<file path="config.mk">
export PLATFORM = sky130hd
export DESIGN_NAME = port_in_conditioner
export DESIGN_NICKNAME = d
export VERILOG_FILES = /design/src/rtl/port_in_conditioner.sv
export SDC_FILE = /design/constraint.sdc
export NUM_CORES = 1
export LEC_CHECK = 0
export CAP_MARGIN = 15
export CORE_MARGIN = 3
export CORE_UTILIZATION = 55
export DETAILED_ROUTE_END_ITERATION = 12
export GPL_TIMING_DRIVEN = 0
export PLACE_DENSITY = 0.83
export SYNTH_ARGS = -nofsm -noshare
export SYNTH_HDL_FRONTEND = slang
export SYNTH_SLANG_ARGS = --single-unit
</file>
<file path="constraint.sdc">
create_clock -name clk_base -period 2.7 [get_ports clk_base]
set_clock_uncertainty 0.1 [all_clocks]
set_input_delay 0.405 -clock clk_base [delete_from_list [all_inputs] [get_ports clk_base]]
set_output_delay 0.405 -clock clk_base [all_outputs]
set_load 0.02 [all_outputs]
</file>
<file path="src/rtl/port_in_conditioner.sv">
// port_in_conditioner: synchronizes and debounces slide switches and push buttons for PortIn,
// and captures button presses as sticky flags that software acknowledges.
module port_in_conditioner #(
    parameter int DEBOUNCE_CYCLES = 500000,
    parameter int CNT_W           = 20
) (
    input  logic       clk_base,
    input  logic       rst_n,
    input  logic [3:0] slide,
    input  logic [1:0] button,
    input  logic [1:0] clear,
    output logic [3:0] port0,
    output logic [3:0] port1,
    output logic [1:0] press_evt
);
    localparam int              N    = 6;
    localparam logic [CNT_W-1:0] LAST = CNT_W'(DEBOUNCE_CYCLES - 1);

    logic [N-1:0]     raw, s1_q, s2_q, lvl_q, lvl_d;
    logic [CNT_W-1:0] cnt_q [N];
    logic [CNT_W-1:0] cnt_d [N];
    logic [1:0]       evt_q, evt_d, flag_q, flag_d;

    // Buttons are inverted up front so every channel is active-high and resets to "released".
    assign raw = {~button, slide};

    always_comb begin
        lvl_d = lvl_q;
        for (int i = 0; i < N; i++) begin
            cnt_d[i] = '0;
            if (s2_q[i] != lvl_q[i]) begin
                if (cnt_q[i] == LAST) lvl_d[i] = s2_q[i];
                else cnt_d[i] = cnt_q[i] + CNT_W'(1);
            end
        end
        evt_d  = lvl_d[5:4] & ~lvl_q[5:4];
        flag_d = evt_d | (flag_q & ~clear);
    end

    always_ff @(posedge clk_base or negedge rst_n) begin
        if (!rst_n) begin
            s1_q   <= '0;
            s2_q   <= '0;
            lvl_q  <= '0;
            evt_q  <= '0;
            flag_q <= '0;
            for (int i = 0; i < N; i++) cnt_q[i] <= '0;
        end else begin
            s1_q   <= raw;
            s2_q   <= s1_q;
            lvl_q  <= lvl_d;
            evt_q  <= evt_d;
            flag_q <= flag_d;
            for (int i = 0; i < N; i++) cnt_q[i] <= cnt_d[i];
        end
    end

    assign port0     = lvl_q[3:0];
    assign port1     = {flag_q, lvl_q[5:4]};
    assign press_evt = evt_q;
endmodule

</file>
==> metrics.txt <==
status finished, final reports clean; Clock Latency Late Sink 0.42 ns; Crit path required time 2.88 ns; most instantiated library cell after synthesis dfrtp_1; Critical Path Stages 6; HPWL Detailed 8.83 mm; Setup violations, final 0; peak supply drop 0.435 mV; Syn Area/Cell 9.90 µm²; RD Place Congestion 0.878; number of register bits inferred by synthesis 142; CTS Buf Count 17; Num Clock Sinks 142; RR Startpoint cnt_q[40]; Worst Setup SP cnt_q[40]; Worst-path clk slew 0.06 ns; fin crit share 0.905; Post-CTS Hold Fix Bufs 1; cell count after synthesis 687; fin worst setup slack 0.255 ns; worst-margin pin slew 0.827 ns; DR DRC count 0; WL/cell 15.0 µm; Final TNS setup 0 ns; critical path type flip-flop to flip-flop; initial core utilization 0.578; Post-synth ARST share 1.00; die area 13700 µm²; Buffers on Ports 19; Die Wd 117 µm; max-slew violation count 0; Overall Global Routing Usage 0.214; htree depth 4; grt total ovfl 0; max cap viols 0; initial antenna violation count 0; Post-Route WL 13.5 mm; worst hold slack 0.246 ns; Post-DRT Antenna Nets 0; cells on worst reg2reg path 6; worst-path cell with the longest stage delay o21ai_1; number of setup buffers added after CTS 0; post-synth top area cell dfrtp_1; worst path bufs/invs 1; Seq/Total Area, Yosys 0.522; Root Driver clkbuf_16; largest net degree at the start of global routing 85; Net Count, Synth 703; Layout Nets 743; Mapped Area 6800 µm²; min-delay worst type flip-flop to flip-flop; Synth Flop Type dfrtp_1; Netlist cell types 41; most instantiated cells after synthesis 142 x dfrtp_1, 109 x nor2_1, 57 x xnor2_1; Slew headroom 0.443; worst r2r dst cnt_q[51]; crit-path max FO 10; CP arrival 2.63 ns; top cells by area, synth dfrtp_1 52%, xnor2_1 7.3%, nor2_1 6.0%; Startpoint Class flip-flop; fillers 859; share of post-route cells with drive strength above 1 0.0865; IO Pins 20; min Tclk post-route 2.44 ns; EDFF count, synth 0; Yosys warnings 0; placed instance area 7230 µm²; Multi-input gate area 3090 µm²; DR vias/cell 5.75; # rows 39; post-synth top area share 0.522; drt first pass iters 5; CTS tree done; vias in the first global route 5143; first-pass GRT wire length 23.5 mm; Die Span Y 117 µm; crit-path leading delay family compound AO/OA/AOI/OAI gates; fmax 0.409 GHz; initial drt markers 515; r2r setup slk 0.26 ns; Cell Chain, Critical Path ha_1, and4_1, nand4_1, o21ai_1, clkbuf_1, nor2_1; clock buffer depth 2; Final Hold Fails 0; Pwr per Cell Area 602 nW/µm²; Crit path largest cell delay 0.59 ns; # diodes 0; post-CTS resize count 0; CP endpoint kind flip-flop; CP Capture Point cnt_q[51]; Lkg Pwr 3.11 nW; vias 5200; pre-CTS setup slack 0.253 ns; RSZ-0062 raised after global routing no; Core ar. 11800 µm²; storage element area 3550 µm²; Design Area, Final 7850 µm²; area grow syn2layout 15.3%
## final cells by class
type | instances | area share
well taps | 164 | 0.0262
inverters | 21 | 0.0100
repair buffers | 21 | 0.0292
multi-input cells | 506 | 0.393
clock inverters | 11 | 0.0177
flip-flops and latches | 142 | 0.453
clock buffers | 21 | 0.0600
plain buffers | 18 | 0.0107
## state kept, by name, summed over array words and instances (netlist names)
name       cells
flag_q         2
s2_q           6
press_evt      2
lvl_q          6
cnt_q        120
s1_q           6
## kinds of logic (layout without fill, tap and decap cells)
kind of cell	after synthesis	count (layout)	share of synthesized area
AND/OR/NAND/NOR	345	345	0.265
flip-flops	142	142	0.522
XOR/XNOR	86	86	0.111
AO/OA/AOI/OAI	58	58	0.0493
buffers and inverters	39	92	0.0239
multiplexers	11	11	0.0173
adder cells (fa/ha/maj)	6	6	0.0110
## through the flow
step	total power, mW	std cells	util
after floorplan	2.29	687	-
after global placement	2.36	870	0.612
after detailed placement	2.37	871	0.614
after CTS	4.78	904	0.667
after global routing	4.90	904	0.667
final	4.72	904	0.667
## report_power, final
part,switching (mW),total (mW),internal (mW)
clock,0.868,2.39,1.52
combinational,0.0962,0.144,0.0480
sequential,0.0306,2.19,2.16
## cell usage in the layout, fill, tap and decap left out, drive strengths merged, types with 9 or more instances in the layout
cell type	netlist	routed
a21oi	22	22
buf	7	9
clkbuf	11	32
clkdlybuf4s50	0	18
dfrtp	142	142
inv	21	21
nand2	45	45
nand3	40	40
nand4	39	39
nor2	109	109
nor3	27	27
nor4	27	27
o21ai	20	20
o31ai	9	9
or3	11	11
or4	17	17
xnor2	57	57
xor2	29	29
## worst min-delay path by stage
stage	start	endpoint	slack (ns)	cells past startpoint
2_1_floorplan	rst_n	cnt_q[0]	0.009	0
3_3_place_gp	s1_q[1]	s2_q[1]	0.23	0
3_5_place_dp	s1_q[1]	s2_q[1]	0.24	0
4_1_cts	s1_q[1]	s2_q[1]	0.25	0
5_1_grt	s1_q[1]	s2_q[1]	0.26	0
6_report	s1_q[1]	s2_q[1]	0.25	0
## per-layer routing
layer / wire length [µm] / track usage / part of all wire / vias to the layer above
met5: 0 / 0 / 0 / -
met4: 172 / 0.0749 / 0.013 / 0
met1: 5900 / 0.265 / 0.44 / 2569
met3: 423 / 0.0586 / 0.031 / 20
met2: 7050 / 0.362 / 0.52 / 96
li1: - / - / - / 2515
(Power assumes the default switching activity.)
